$ cat src/rtl/mux4a1_rr_sched_pkg.sv
// Shared definitions for the 4-lane round-robin mux scheduler.
package mux4a1_rr_sched_pkg;

    localparam int unsigned N_LANES = 4;
    localparam int unsigned SEL_W   = 2;
    localparam int unsigned CNT_W   = 4;

    typedef enum logic {
        IDLE  = 1'b0,
        GRANT = 1'b1
    } state_t;

    typedef struct packed {
        logic             found;
        logic [SEL_W-1:0] lane;
    } pick_t;

    // First requesting lane scanning cyclically from last+1; last itself is scanned last.
    function automatic pick_t next_lane(input logic [N_LANES-1:0] req_eff,
                                        input logic [SEL_W-1:0]   last);
        pick_t            res;
        logic [SEL_W-1:0] idx;
        res = '0;
        for (int k = 1; k <= int'(N_LANES); k++) begin
            idx = SEL_W'(int'(last) + k);
            if (!res.found && req_eff[idx]) begin
                res.found = 1'b1;
                res.lane  = idx;
            end
        end
        return res;
    endfunction

endpackage

$ cat src/rtl/mux4a1_rr_sched_rr_pick4.sv
// Combinational cyclic priority picker over four request lines.
module rr_pick4
    import mux4a1_rr_sched_pkg::*;
(
    input  logic [N_LANES-1:0] req_eff,
    input  logic [SEL_W-1:0]   last,
    output logic [SEL_W-1:0]   lane,
    output logic               found
);

    pick_t pick;

    // Search starts one past the previously served lane.
    always_comb begin
        pick  = next_lane(req_eff, last);
        lane  = pick.lane;
        found = pick.found;
    end

endmodule

$ cat src/rtl/mux4a1_rr_sched.sv
// Round-robin scheduler sharing a registered 4:1 mux between four lane FIFOs.
module mux4a1_rr_sched
    import mux4a1_rr_sched_pkg::*;
#(
    parameter int unsigned BURST = 4,
    parameter int unsigned LAT   = 2
) (
    input  logic               clk,
    input  logic               reset,
    input  logic [N_LANES-1:0] req,
    input  logic [N_LANES-1:0] lane_mask,
    input  logic               down_pause,
    output logic [SEL_W-1:0]   selector,
    output logic [N_LANES-1:0] pop,
    output logic               busy,
    output logic               expect_valid,
    output logic               drained
);

    localparam logic [CNT_W-1:0] BURST_LAST = CNT_W'(BURST - 1);

    state_t             state;
    logic [SEL_W-1:0]   grant;
    logic [SEL_W-1:0]   last;
    logic [CNT_W-1:0]   burst_cnt;
    logic [LAT-1:0]     inflight;

    logic [N_LANES-1:0] req_eff;
    logic [SEL_W-1:0]   pick_base;
    logic [SEL_W-1:0]   pick_lane;
    logic               pick_found;
    logic               pop_any;

    assign req_eff = req & lane_mask;

    // While granting, the current lane is the rotation origin; when idle, the last served lane is.
    assign pick_base = (state == GRANT) ? grant : last;

    rr_pick4 u_pick (
        .req_eff (req_eff),
        .last    (pick_base),
        .lane    (pick_lane),
        .found   (pick_found)
    );

    // Pop the granted lane whenever it has a word and downstream is not paused.
    always_comb begin
        pop = '0;
        if (state == GRANT && req_eff[grant] && !down_pause) begin
            pop[grant] = 1'b1;
        end
    end

    assign pop_any      = |pop;
    assign selector     = grant;
    assign busy         = (state == GRANT);
    assign expect_valid = inflight[LAT-1];
    assign drained      = (state == IDLE) && !pop_any && (inflight == '0);

    // Grant state machine: entry, burst counting, rotation on burst end or empty lane.
    always_ff @(posedge clk or posedge reset) begin
        if (reset) begin
            state     <= IDLE;
            grant     <= '0;
            last      <= SEL_W'(N_LANES - 1);
            burst_cnt <= '0;
        end else begin
            case (state)
                IDLE: begin
                    if (pick_found) begin
                        state     <= GRANT;
                        grant     <= pick_lane;
                        burst_cnt <= '0;
                    end
                end
                GRANT: begin
                    if (!down_pause) begin
                        if (req_eff[grant]) begin
                            if (burst_cnt == BURST_LAST) begin
                                last      <= grant;
                                grant     <= pick_lane;
                                burst_cnt <= '0;
                                if (!pick_found) begin
                                    state <= IDLE;
                                end
                            end else begin
                                burst_cnt <= burst_cnt + CNT_W'(1);
                            end
                        end else begin
                            last      <= grant;
                            burst_cnt <= '0;
                            if (pick_found) begin
                                grant <= pick_lane;
                            end else begin
                                state <= IDLE;
                            end
                        end
                    end
                end
                default: state <= IDLE;
            endcase
        end
    end

    // In-flight pipe mirroring the mux latency; its tail marks mux output valid.
    always_ff @(posedge clk or posedge reset) begin
        if (reset) begin
            inflight <= '0;
        end else begin
            for (int i = int'(LAT) - 1; i > 0; i--) begin
                inflight[i] <= inflight[i-1];
            end
            inflight[0] <= pop_any;
        end
    end

endmodule

$ cat config.mk
export PLATFORM = sky130hd
export DESIGN_NAME = mux4a1_rr_sched
export DESIGN_NICKNAME = d
export VERILOG_FILES = /design/src/rtl/mux4a1_rr_sched_pkg.sv /design/src/rtl/mux4a1_rr_sched_rr_pick4.sv /design/src/rtl/mux4a1_rr_sched.sv
export SDC_FILE = /design/constraint.sdc
export NUM_CORES = 1
export LEC_CHECK = 0
export CORE_MARGIN = 2
export CORE_UTILIZATION = 36
export CTS_CLUSTER_SIZE = 12
export DETAILED_ROUTE_END_ITERATION = 7
export HOLD_SLACK_MARGIN = 0.12
export PLACE_DENSITY = 0.74
export SLEW_MARGIN = 20
export SYNTH_ARGS = -nofsm -noshare
export SYNTH_HDL_FRONTEND = slang
export SYNTH_SLANG_ARGS = --single-unit
$ cat constraint.sdc
create_clock -name clk -period 3.4 [get_ports clk]
set_input_delay 0.34 -clock clk [delete_from_list [all_inputs] [get_ports clk]]
set_output_delay 0.34 -clock clk [all_outputs]
set_load 0.03 [all_outputs]
# Word level (Yosys, flattened, before mapping)
# Index checks and enable logic that the tools add are counted.
[word_totals] wordCells=77 input_bits=11 regBits=11 output_inout_bits=9
[op_classes] add_sub_neg=5 n_mux=35 bitwise_logic=3 eq_ne=5 reduce_logical=18 magnitude_cmp=6
[op_table] cell="$mux 4" n=5
[op_table] cell="$lt 2x3->1 const B" n=5
[op_table] cell="$mux 2" n=7
[op_table] cell="$mux 3" n=4
[op_table] cell="$bmux 1 s2" n=5
[op_table] cell="$mux 1" n=10
[op_table] cell="$logic_and 1x1->1" n=8
[op_table] cell="$pmux 4 s2" n=1
[op_table] cell="$logic_not 1->1" n=5
[op_table] cell="$add 2x1->2 const B" n=2
[op_table] cell="$add 2x2->2 const B" n=2
[op_table] cell="$add 4x1->4 const B" n=1
[op_table] cell="$and 4x4->4" n=1
[op_table] cell="$eq 4x2->1 const B" n=1
[op_table] cell="$ne 2x1->1 const B" n=2
[op_table] cell="$pmux 2 s2" n=1
[op_table] cell="$reduce_and 2->1" n=2
[op_table] cell="$reduce_or 4->1" n=1
[op_table] cell="$ne 3x2->1 const B" n=1
[op_table] cell="$reduce_and 3->1" n=1
[op_table] cell="$demux 1 s2" n=1
[op_table] cell="$ge 2x1->1 const B" n=1
[op_table] cell="$logic_not 2->1" n=1
[op_table] cell="$ne 2x2->1 const B" n=1
[op_table] cell="2 further kinds" n=3

# Depth between registers and ports, before layout
[depth] ltp_word=19 depth_mapped=6 ltp_nobuf=6

# Hierarchy
# From an unflattened synthesis, not the netlist that was laid out.
[unflattened] cells_unflattened=78 area_unflattened_um2=732.0
[modules_own_cells] mod="mux4a1_rr_sched" cells_each=64 seq_area_each_um2=277.8 area_each_um2=640.6 instances=1
[modules_own_cells] mod="rr_pick4" cells_each=14 seq_area_each_um2=0.0 area_each_um2=91.3 instances=1

# Least setup slack after synthesis
# Ideal clock, no wire load.
[synth_path] path_kind="register to output" startpoint="register state (netlist: busy)" endpoint="output port pop[0]" slack_ns=1.351 arrival_ns=1.709 stages_incl_launch_ff=4 path_buffers=1 cell_sequence="dfrtp_1 > buf_2 > nand2b_1 > nor4_1"
[synth_between] elab_chain_cells=3
[synth_rtl] element="start: declaration" line_no="mux4a1_rr_sched.sv:22" text="state_t state;"
[synth_rtl] element="start signal: assignment" line_no="mux4a1_rr_sched.sv:63" text="state <= IDLE;"
[synth_rtl] element="start signal: assignment" line_no="mux4a1_rr_sched.sv:71" text="state <= GRANT;"
[synth_rtl] element="start signal: assignment" line_no="mux4a1_rr_sched.sv:84" text="state <= IDLE;"
[synth_rtl] element="$logic_and 1x1->1 (2 in series)" line_no="mux4a1_rr_sched.sv:49" text="if (state == GRANT && req_eff[grant] && !down_pause) begin"
[synth_rtl] element="$mux 4" line_no="mux4a1_rr_sched.sv:49"
[synth_rtl] element="end: declaration" line_no="mux4a1_rr_sched.sv:14" text="output logic [N_LANES-1:0] pop,"
# No other way between the ends.

# Worst setup path after layout
[layout_path] startpoint="input port down_pause" endpoint="output port pop[1]"
[layout_between] elab_chain_cells=3
[layout_rtl] element="start: declaration" line_no="mux4a1_rr_sched.sv:12" text="input logic down_pause,"
[layout_rtl] element="$logic_not 1->1"
[layout_rtl] element="$logic_and 1x1->1" line_no="mux4a1_rr_sched.sv:49"
[layout_rtl] element="$mux 4" line_no="mux4a1_rr_sched.sv:49"
# No other way between the ends.

==> impl_metrics.xml <==
<?xml version="1.0" encoding="UTF-8"?>
<metrics>
  <group name="placement">
    <metric name="place_hpwl" unit="um">1260</metric>
    <metric name="port_buffers" unit="">19</metric>
    <metric name="placedInstanceArea" unit="um^2">900</metric>
    <metric name="place.gp.congestion" unit="">0.771</metric>
  </group>
  <group name="sta">
    <metric name="slew_headroom" unit="%">70.1</metric>
    <metric name="finalCritPeriodShare" unit="%">69.5</metric>
    <metric name="timing.final.crit_period" unit="ns">2.36</metric>
    <metric name="slew_viol_final" unit="">0</metric>
    <metric name="totalNegativeSetupSlack" unit="ns">0</metric>
    <metric name="report.final.setup_viol" unit="">0</metric>
    <metric name="grt_setup_unrepaired" unit="">no</metric>
    <metric name="fmax" unit="GHz">0.423</metric>
    <metric name="worst_tran_pin_value" unit="ns">0.443</metric>
    <metric name="fin_worst_skew" unit="ns">0.00695</metric>
    <metric name="hold_violations" unit="">0</metric>
  </group>
  <group name="power">
    <metric name="ir_drop" unit="mV">0.326</metric>
    <metric name="power.total" unit="uW">557</metric>
    <metric name="leakage" unit="nW">0.383</metric>
    <metric name="cellPowerDensity" unit="nW/um^2">601</metric>
  </group>
  <group name="cts">
    <metric name="clock_tree.htree_level_count" unit="">1</metric>
    <metric name="post_cts.repair.setup_buffers" unit="">0</metric>
    <metric name="cts.sinks" unit="">11</metric>
    <metric name="cts_root_buffer" unit="">sky130_fd_sc_hd__clkbuf_4</metric>
    <metric name="hold_buffers" unit="">0</metric>
    <metric name="post_cts_resized" unit="">0</metric>
    <metric name="tritoncts" unit="">built</metric>
    <metric name="clk_pin_slew" unit="ns">0.07</metric>
    <metric name="cts_made_buffers" unit="">3</metric>
    <metric name="insertion_delay_of_the_later_clocked_pin_in_the_worst_skew_pair" unit="ns">0.27</metric>
    <metric name="clock_tree.buffer_depth" unit="">2</metric>
  </group>
  <group name="layout">
    <metric name="nets" unit="">107</metric>
    <metric name="diodes" unit="">0</metric>
    <metric name="mostFrequentLayoutCells" unit="">sky130_fd_sc_hd__clkdlybuf4s50_1 (19), sky130_fd_sc_hd__nand2_1 (12), sky130_fd_sc_hd__dfrtp_1 (9)</metric>
    <metric name="post_route_design_area" unit="um^2">926</metric>
    <metric name="layout-area-overhead-vs-synth" unit="%">33.3</metric>
    <metric name="commonest_non_fill_non_tap_cell_in_the_layout" unit="">sky130_fd_sc_hd__clkdlybuf4s50_1</metric>
    <metric name="layout-drive-gt1-share" unit="%">14.9</metric>
    <metric name="final.fill_count" unit="">172</metric>
  </group>
  <group name="logic_synthesis">
    <metric name="postSynthAreaPerCell" unit="um^2">9.51</metric>
    <metric name="synth_top_area_cell" unit="">sky130_fd_sc_hd__dfrtp_1</metric>
    <metric name="synth_nets" unit="">85</metric>
    <metric name="synth_top_cells_by_area" unit="">sky130_fd_sc_hd__dfrtp_1 (32%), sky130_fd_sc_hd__dfstp_2 (7.6%), sky130_fd_sc_hd__nand2_1 (6.5%)</metric>
    <metric name="ys_types" unit="">35</metric>
    <metric name="synth-main-ff-cell" unit="">sky130_fd_sc_hd__dfrtp_1</metric>
    <metric name="number_of_register_bits_inferred_by_synthesis" unit="">11</metric>
    <metric name="seq_area_frac_synth" unit="%">40.0</metric>
    <metric name="postSynthCellCount" unit="">73</metric>
    <metric name="netlist.area_leader.share" unit="%">32.4</metric>
    <metric name="synth-warning-count" unit="">0</metric>
    <metric name="synth.cell_area" unit="um^2">694</metric>
    <metric name="synth_async_sr_flop_share" unit="%">100</metric>
    <metric name="synth_edf_count" unit="">0</metric>
  </group>
  <group name="floorplan">
    <metric name="initial_core_util" unit="%">39.4</metric>
    <metric name="floorplan.rows" unit="">15</metric>
    <metric name="dieWidth" unit="um">47.9</metric>
    <metric name="die_height" unit="um">47.9</metric>
    <metric name="die_area" unit="um^2">2300</metric>
    <metric name="core_area" unit="um^2">1760</metric>
    <metric name="io-pin-count" unit="">20</metric>
  </group>
  <group name="status">
    <metric name="status" unit="">completed</metric>
  </group>
  <group name="drt">
    <metric name="wire_per_inst" unit="um">12.9</metric>
    <metric name="route.antenna.remaining_nets" unit="">0</metric>
    <metric name="dr_total_vias" unit="">629</metric>
    <metric name="final_wl" unit="um">1540</metric>
    <metric name="remaining_drc_errors" unit="">0</metric>
    <metric name="drt_iter0_markers" unit="">17</metric>
    <metric name="detail_route.first_pass.iterations" unit="">4</metric>
    <metric name="vias_per_cell" unit="">5.29</metric>
  </group>
  <group name="worst_setup_path">
    <metric name="worst-setup-path-type" unit="">in2out</metric>
    <metric name="arrival" unit="ns">2.02</metric>
    <metric name="worstPathRequired" unit="ns">3.06</metric>
    <metric name="critical_path.reg2reg.startpoint" unit="">busy</metric>
    <metric name="critPathLaunch" unit="">down_pause</metric>
    <metric name="critical_path_fanout_max" unit="">5</metric>
    <metric name="startpoint_type" unit="">input port</metric>
    <metric name="crit_path_end_kind" unit="">output pin</metric>
  </group>
  <group name="global_route">
    <metric name="grt_max_degree" unit="">12</metric>
    <metric name="grt_antenna_before_repair" unit="">0</metric>
    <metric name="first_global_vias" unit="">565</metric>
    <metric name="groute.usage.overall" unit="%">16.3</metric>
    <metric name="global_route.overflow_total" unit="">0</metric>
    <metric name="grt_pass1_wl" unit="um">2470</metric>
  </group>
  <group name="job">
    <metric name="drv_cap" unit="">0</metric>
  </group>
  <group name="min_path">
    <metric name="min-delay-path-class" unit="">in2async</metric>
  </group>
</metrics>
-- worst max-delay path: stages --
cell                              delay [ns]
sky130_fd_sc_hd__clkdlybuf4s50_1        0.49
sky130_fd_sc_hd__nor2b_1                0.23
sky130_fd_sc_hd__nand2_1                0.10
sky130_fd_sc_hd__nor3_1                 0.16
sky130_fd_sc_hd__clkdlybuf4s50_1        0.70
-- through the flow --
stage | worst slack [ns] | instances | utilization [%] | hold slack, ns
after floorplan | 1.35 | 73 | - | 0.191
after global placement | 1.09 | 115 | 51.0 | 0.363
after detailed placement | 1.05 | 115 | 51.0 | 0.363
after CTS | 1.04 | 119 | 52.5 | 0.372
after global routing | 0.871 | 119 | 52.5 | 0.399
final | 1.04 | 119 | 52.5 | 0.360
-- area by class of cell --
cell class                      count  area, um^2  area share, %
Tap cell                           25        31.3           3.38
Timing Repair Buffer               19         190           20.5
Sequential cell                    11         278           30.0
Clock buffer                        4        26.3           2.84
Multi-Input combinational cell     58         393           42.4
Inverter                            2        7.51          0.811
-- synthesized netlist by cell type (all sizes together) (2+ instances only) --
| master | instances |
|---|---|
| and2 | 4 |
| dfstp | 2 |
| dfrtp | 9 |
| o21ai | 4 |
| nor2 | 6 |
| a21oi | 2 |
| nand2b | 2 |
| a22o | 3 |
| nand2 | 13 |
| buf | 2 |
| mux2 | 4 |
| inv | 2 |
| nor3 | 3 |
-- state kept, by name, summed over array words and instances, names as in the netlist --
signal	flops
selector	2
last	2
inflight	2
busy	1
burst_cnt	4
-- where the power goes --
group	switching, mW	total [mW]	leakage, nW	internal (mW)
combinational	0.131	0.250	0.231	0.118
clock	0.0398	0.0851	0.0150	0.0453
sequential	0.0463	0.222	0.137	0.176
total	0.217	0.557	0.383	0.339
-- final timing paths --
path                          endpoint  slack (ns)  depth (start not counted)
setup / recovery                pop[1]        1.04                          5
max in group asynchronous      last[0]        2.71                          2
setup reg to reg           selector[0]        1.56                          5
hold / removal             selector[0]        0.36                          2
hold reg to reg            inflight[1]        0.37                          0
min in group clk           inflight[1]        0.37                          0
-- cell families (layout without fill, tap and decap cells) --
group / count (synthesis) / in the layout / synth area share (%)
fa+ha+maj: 1 / 1 / 1.80
compound gates: 17 / 17 / 19.5
simple gates: 34 / 34 / 24.1
buf+inv: 4 / 25 / 3.42
mux: 6 / 6 / 11.2
flops: 11 / 11 / 40.0
-- routing by layer --
layer / track usage [%] / vias up / share of wire (%)
met2: 26.4 / 19 / 51
met4: 8.11 / 0 / 1.8
met1: 19.1 / 294 / 42
met5: 0 / - / 0
li1: - / 311 / -
met3: 5.66 / 5 / 4.8
(Power assumes the default switching activity.)
